$ cat src/rtl/uart_frame_pkg.sv
// uart_frame_pkg -- shared types and constants for the framed UART receiver.
//   fetch_state_e : bus fetch sequencer states (poll status, read byte, emit).
//   parse_state_e : frame parser states (hunt SOF, length, payload, check).
//   *_BIT         : bit positions inside the buffered-UART status word.
//   SOF_DEFAULT   : default start-of-frame byte.
package uart_frame_pkg;

  typedef enum logic [2:0] {
    F_POLL,
    F_WAIT_STATUS,
    F_READ,
    F_WAIT_BYTE,
    F_EMIT
  } fetch_state_e;

  typedef enum logic [1:0] {
    P_HUNT,
    P_LEN,
    P_PAYLOAD,
    P_CHECK
  } parse_state_e;

  localparam int unsigned RX_EMPTY_BIT = 3;
  localparam int unsigned RX_FULL_BIT  = 2;
  localparam int unsigned TX_EMPTY_BIT = 1;
  localparam int unsigned TX_FULL_BIT  = 0;

  localparam logic [7:0] SOF_DEFAULT = 8'hA5;

endpackage

$ cat src/rtl/frame_buf.sv
// frame_buf -- DEPTH x WIDTH payload buffer, one write port, one async read port.
//   clock            : rising-edge clock
//   wr_en/addr/data  : synchronous write port
//   rd_addr/rd_data  : combinational read port
// Contents are not reset; only indices below the committed length are ever read.
module frame_buf #(
  parameter int unsigned WIDTH = 8,
  parameter int unsigned DEPTH = 16,
  localparam int unsigned AW   = (DEPTH > 1) ? $clog2(DEPTH) : 1
) (
  input  logic             clock,
  input  logic             wr_en,
  input  logic [AW-1:0]    wr_addr,
  input  logic [WIDTH-1:0] wr_data,
  input  logic [AW-1:0]    rd_addr,
  output logic [WIDTH-1:0] rd_data
);

  logic [WIDTH-1:0] mem_q [DEPTH];

  always_ff @(posedge clock) begin
    if (wr_en) begin
      mem_q[wr_addr] <= wr_data;
    end
  end

  assign rd_data = mem_q[rd_addr];

endmodule

$ cat src/rtl/uart_frame_rx.sv
// uart_frame_rx -- polls a buffered UART over a simple read bus, parses
// SOF / LEN / payload [/ CHECK] frames and streams accepted payloads out.
//   clock, resetn        : rising-edge clock, synchronous active-low reset
//   bus_addr, bus_rd_en  : one-cycle read strobe to the UART (status or RX FIFO)
//   bus_rdata            : UART read data, valid the cycle after a strobe
//   m_data/m_valid/m_ready/m_last : payload stream
//   frame_ok, frame_err  : one-cycle pulses on frame accept / discard
// Build option: define UART_FRAME_CHECKSUM_EN to require a trailing XOR check
// byte (covering LEN and payload); otherwise a frame commits on its last
// payload byte.
module uart_frame_rx
  import uart_frame_pkg::*;
#(
  parameter int unsigned      WIDTH          = 8,
  parameter int unsigned      ADDRESS_WIDTH  = 4,
  parameter int unsigned      RX_ADDRESS     = 1,
  parameter int unsigned      STATUS_ADDRESS = 2,
  parameter int unsigned      MAX_PAYLOAD    = 16,
  parameter logic [WIDTH-1:0] SOF            = WIDTH'(SOF_DEFAULT)
) (
  input  logic                     clock,
  input  logic                     resetn,
  output logic [ADDRESS_WIDTH-1:0] bus_addr,
  output logic                     bus_rd_en,
  input  logic [WIDTH-1:0]         bus_rdata,
  output logic [WIDTH-1:0]         m_data,
  output logic                     m_valid,
  input  logic                     m_ready,
  output logic                     m_last,
  output logic                     frame_ok,
  output logic                     frame_err
);

  localparam int unsigned IDX_W = (MAX_PAYLOAD > 1) ? $clog2(MAX_PAYLOAD) : 1;
  localparam logic [WIDTH-1:0]         MAX_LEN  = WIDTH'(MAX_PAYLOAD);
  localparam logic [ADDRESS_WIDTH-1:0] STATUS_A = ADDRESS_WIDTH'(STATUS_ADDRESS);
  localparam logic [ADDRESS_WIDTH-1:0] RX_A     = ADDRESS_WIDTH'(RX_ADDRESS);

  fetch_state_e fetch_q, fetch_d;
  parse_state_e parse_q, parse_d;

  logic [WIDTH-1:0]         len_q, len_d;
  logic [WIDTH-1:0]         xor_q, xor_d;
  // Payload write index while parsing, reused as the read index while emitting.
  logic [IDX_W-1:0]         cnt_q, cnt_d;
  logic [ADDRESS_WIDTH-1:0] bus_addr_q, bus_addr_d;
  logic                     bus_rd_en_q, bus_rd_en_d;
  logic                     frame_ok_q, frame_ok_d;
  logic                     frame_err_q, frame_err_d;

  logic                     commit;
  logic                     last_idx;
  logic                     buf_wr_en;
  logic [WIDTH-1:0]         buf_rd_data;

  frame_buf #(
    .WIDTH (WIDTH),
    .DEPTH (MAX_PAYLOAD)
  ) u_frame_buf (
    .clock   (clock),
    .wr_en   (buf_wr_en),
    .wr_addr (cnt_q),
    .wr_data (bus_rdata),
    .rd_addr (cnt_q),
    .rd_data (buf_rd_data)
  );

  assign last_idx = (WIDTH'(cnt_q) == (len_q - WIDTH'(1)));

  always_comb begin
    fetch_d     = fetch_q;
    parse_d     = parse_q;
    len_d       = len_q;
    xor_d       = xor_q;
    cnt_d       = cnt_q;
    bus_addr_d  = bus_addr_q;
    bus_rd_en_d = 1'b0;
    frame_ok_d  = 1'b0;
    frame_err_d = 1'b0;
    buf_wr_en   = 1'b0;
    commit      = 1'b0;

    case (fetch_q)
      // The strobe is registered, so it is issued on entry to POLL. Straight
      // out of reset no strobe has been issued yet, so POLL waits one cycle.
      F_POLL: begin
        if (bus_rd_en_q) begin
          fetch_d = F_WAIT_STATUS;
        end
      end
      F_WAIT_STATUS: begin
        fetch_d = bus_rdata[RX_EMPTY_BIT] ? F_POLL : F_READ;
      end
      F_READ: begin
        fetch_d = F_WAIT_BYTE;
      end
      F_WAIT_BYTE: begin
        fetch_d = F_POLL;
        case (parse_q)
          P_HUNT: begin
            if (bus_rdata == SOF) begin
              parse_d = P_LEN;
            end
          end
          P_LEN: begin
            if ((bus_rdata == '0) || (bus_rdata > MAX_LEN)) begin
              frame_err_d = 1'b1;
              parse_d     = P_HUNT;
            end else begin
              len_d   = bus_rdata;
              xor_d   = bus_rdata;
              cnt_d   = '0;
              parse_d = P_PAYLOAD;
            end
          end
          P_PAYLOAD: begin
            buf_wr_en = 1'b1;
            xor_d     = xor_q ^ bus_rdata;
            if (last_idx) begin
              cnt_d = '0;
`ifdef UART_FRAME_CHECKSUM_EN
              parse_d = P_CHECK;
`else
              parse_d = P_HUNT;
              commit  = 1'b1;
`endif
            end else begin
              cnt_d = cnt_q + IDX_W'(1);
            end
          end
`ifdef UART_FRAME_CHECKSUM_EN
          P_CHECK: begin
            parse_d = P_HUNT;
            if (bus_rdata == xor_q) begin
              commit = 1'b1;
            end else begin
              frame_err_d = 1'b1;
            end
          end
`endif
          default: parse_d = P_HUNT;
        endcase
        if (commit) begin
          frame_ok_d = 1'b1;
          fetch_d    = F_EMIT;
        end
      end
      F_EMIT: begin
        if (m_ready) begin
          if (last_idx) begin
            cnt_d   = '0;
            fetch_d = F_POLL;
          end else begin
            cnt_d = cnt_q + IDX_W'(1);
          end
        end
      end
      default: fetch_d = F_POLL;
    endcase

    // Strobe and address follow the state being entered so they are
    // registered and line up with the POLL / READ cycle itself.
    if (fetch_d == F_POLL) begin
      bus_rd_en_d = 1'b1;
      bus_addr_d  = STATUS_A;
    end else if (fetch_d == F_READ) begin
      bus_rd_en_d = 1'b1;
      bus_addr_d  = RX_A;
    end
  end

  always_ff @(posedge clock) begin
    if (!resetn) begin
      fetch_q     <= F_POLL;
      parse_q     <= P_HUNT;
      len_q       <= '0;
      xor_q       <= '0;
      cnt_q       <= '0;
      bus_addr_q  <= '0;
      bus_rd_en_q <= 1'b0;
      frame_ok_q  <= 1'b0;
      frame_err_q <= 1'b0;
    end else begin
      fetch_q     <= fetch_d;
      parse_q     <= parse_d;
      len_q       <= len_d;
      xor_q       <= xor_d;
      cnt_q       <= cnt_d;
      bus_addr_q  <= bus_addr_d;
      bus_rd_en_q <= bus_rd_en_d;
      frame_ok_q  <= frame_ok_d;
      frame_err_q <= frame_err_d;
    end
  end

  assign bus_addr  = bus_addr_q;
  assign bus_rd_en = bus_rd_en_q;
  assign frame_ok  = frame_ok_q;
  assign frame_err = frame_err_q;
  assign m_valid   = (fetch_q == F_EMIT);
  assign m_data    = m_valid ? buf_rd_data : '0;
  assign m_last    = m_valid && last_idx;

endmodule

$ cat config.mk
export PLATFORM = sky130hd
export DESIGN_NAME = uart_frame_rx
export DESIGN_NICKNAME = d
export VERILOG_FILES = /design/src/rtl/uart_frame_pkg.sv /design/src/rtl/frame_buf.sv /design/src/rtl/uart_frame_rx.sv
export SDC_FILE = /design/constraint.sdc
export NUM_CORES = 1
export LEC_CHECK = 0
export BUFFER_PORTS_ARGS = -buffer_cell sky130_fd_sc_hd__buf_2
export CAP_MARGIN = 20
export CORE_ASPECT_RATIO = 0.9
export CORE_MARGIN = 2
export CORE_UTILIZATION = 61
export DETAILED_ROUTE_END_ITERATION = 6
export GPL_TIMING_DRIVEN = 0
export PLACE_DENSITY = 0.79
export REMOVE_ABC_BUFFERS = 1
export SLEW_MARGIN = 20
export SYNTH_ARGS = -nofsm -noshare
export SYNTH_HDL_FRONTEND = slang
export SYNTH_HIERARCHICAL = 1
export SYNTH_SLANG_ARGS = --single-unit
export TNS_END_PERCENT = 5
$ cat constraint.sdc
create_clock -name clock -period 3.19 [get_ports clock]
set_input_delay 0.319 -clock clock [delete_from_list [all_inputs] [get_ports clock]]
set_output_delay 0.319 -clock clock [all_outputs]
set_load 0.05 [all_outputs]
==> impl_metrics.tcl <==
set metrics [dict create \
    ys_seq_elements 150 \
    ir_drop_mv 0.435 \
    cts_num_sinks 150 \
    synth_top_area_frac 0.608 \
    hold_viol 0 \
    status "complete, no violations" \
    synthArstFlopShare 0 \
    ys_top_cells_by_count "128 x edfxtp_1, 22 x dfxtp_1, 20 x nor2_1" \
    seq_area_sq_mm 0.00429 \
    post_cts_buffers 0 \
    place_area_sq_mm 0.00654 \
    yosys.area.top_type "edfxtp_1" \
    cts_buffer_depth 2 \
    synthCells 368 \
    fin_skew_ps 7.56 \
    dr.pass1.iters 6 \
    rrSetupSlack_ps 420 \
    drive_gt1_frac 0.224 \
    diodes 0 \
    path_class "register to primary output" \
    synth_most_common_cell "edfxtp_1" \
    critPathMaxFanout 23 \
    min_period_over_period 0.922 \
    cts_root_buf "clkbuf_16" \
    grt_pass1_vias 3366 \
    antenna_found_initial 0 \
    fp.dieW_um 111 \
    yosysUniqueCellTypes 58 \
    dr_wl_met3_um 925 \
    synth.yosys.seq_area_share 0.678 \
    routed_wl_mm 12.7 \
    relSlewSlack 0.430 \
    syn_to_final_growth_pct 12.8 \
    clkTransAtPathRegs_ps 70 \
    fin_area_sq_mm 0.00713 \
    dr_total_vias 3497 \
    gr-total-overflow 0 \
    highest_layer "met4" \
    cts_tree "done" \
    nets 414 \
    slew_viol_final 0 \
    worstSkewPairLatency_ps 420 \
    worst_pin_slew_ps 852 \
    hpwl_mm 7.48 \
    grt_start_max_net_pins 45 \
    synth-edff-count 128 \
    grt_first_pass_wirelength_mm 19.1 \
    vias_per_cell 6.48 \
    fin_cells 540 \
    worstPathRequired_ps 2870 \
    layout_min_cycle_time_ps 2940 \
    std_cell_rows 35 \
    ys_warn_count 6 \
    htreeDepth 4 \
    grtUsageTotal 0.235 \
    wl_met2_mm 6.40 \
    multi_input_area_sq_mm 0.00191 \
    cap_violations 0 \
    wl_per_cell_um 23.5 \
    synth_area_leaders "edfxtp_1 61%, dfxtp_1 7.0%, mux4_2 6.4%" \
    holdWs_ps 336 \
    end_kind "primary output" \
    start_util 0.622 \
    setup_tns_ps 0 \
    rsz0062_at_grt "false" \
    die_h_um 101 \
    hold_path.class "input port to register" \
    coreArea_sq_mm 0.0102 \
    m1WireLength_mm 5.15 \
    power_density_mw_per_mm2 577 \
    drc 0 \
    fmax_mhz 340 \
    final_util 0.702 \
    drt_iter0_markers 325 \
    fillers 645 \
    arrival_ps 2620 \
    setup_viol_count_final 0 \
    synth_flop_cell "edfxtp_1" \
    pin_count 28 \
    numCtsBuffers 17 \
    place_congestion 0.774 \
    start_kind "register" \
    syn_avg_cell_area_sq_um 17.2 \
    syn_area_sq_mm 0.00632 \
    placedCellCount 507 \
    antenna_left 0 \
    cts_hold_buf 0 \
    p_leak_nw 2.42 \
    ctsResizeCount 0 \
    die-area_sq_mm 0.0112 \
    port_buffers 25 \
]
worst paths after layout:
path,depth (start not counted),from,to
worst max-delay path,5,cnt_q[0],m_data[1]
worst min-delay path,1,bus_rdata[7],u_frame_buf/mem_q[8][7]
worst max register to register,4,fetch_q[2],u_frame_buf/mem_q[1][4]
worst min register to register,1,len_q[7],len_q[7]
metrics by stage:
stage / setup slack (ps) / power [mW]
3_5_place_dp: 475 / 2.26
3_3_place_gp: -768 / 2.25
2_1_floorplan: 38.9 / 2.21
6_report: 249 / 4.11
4_1_cts: 24.9 / 4.14
5_1_grt: 122 / 4.24
worst max-delay path: stages (launching register included):
cell and delay, ps:
dfxtp_4 650, mux4_1 670, a22oi_1 380, nand2_1 100, and3_1 190, buf_2 210
state kept, by name, indices dropped and copies added, names as in the netlist:
name and count:
u_frame_buf/mem_q 128, frame_ok 1, parse_q 2, bus_addr 2, frame_err 1, cnt_q 4, bus_rd_en 1, len_q 8
fetch_q 3
area by class of cell:
cell class,count,area share
Clock buffer,21,0.0677
Multi-Input combinational cell,194,0.268
Sequential cell,150,0.602
Inverter,8,0.00421
Tap cell,129,0.0226
Clock inverter,11,0.0126
Timing Repair Buffer,27,0.0232
power by group:
| group | switching [mW] | leakage, nW | total, mW | internal (mW) |
|---|---|---|---|---|
| clock network | 0.798 | 0.264 | 1.90 | 1.10 |
| registers | 0.00518 | 1.33 | 2.13 | 2.13 |
| logic | 0.0646 | 0.825 | 0.0825 | 0.0180 |
| total | 0.867 | 2.42 | 4.11 | 3.25 |
cell families (layout without fill, tap and decap cells):
family                     Yosys count  in the layout  share of synthesized area
DFF                                150            150                      0.678
and+or+nand+nor                    104            104                     0.0938
muxes                               39             39                      0.134
AOI/OAI and AO/OA                   38             38                     0.0517
buffers and inverters               25             67                     0.0239
xor gates and xnor gates             6              6                    0.00831
adders and majority gates            5              5                    0.00990
other                                1              2                   0.000593
metal layers:
metal / up-vias / global-route usage
met3: 24 / 0.0740
met2: 153 / 0.377
met4: 0 / 0.0731
met5: - / 0
met1: 1771 / 0.316
li1: 1549 / -
cell usage in the layout, fill, tap and decap left out, types with 13 or more instances in the layout:
cell type	n
nand2_1	18
mux4_1	14
mux4_2	18
and3_1	13
nor2_1	20
a22oi_1	16
edfxtp_1	128
buf_2	25
dfxtp_1	20
clkbuf_16	19
Note: power is estimated with default switching activity, not from simulation.
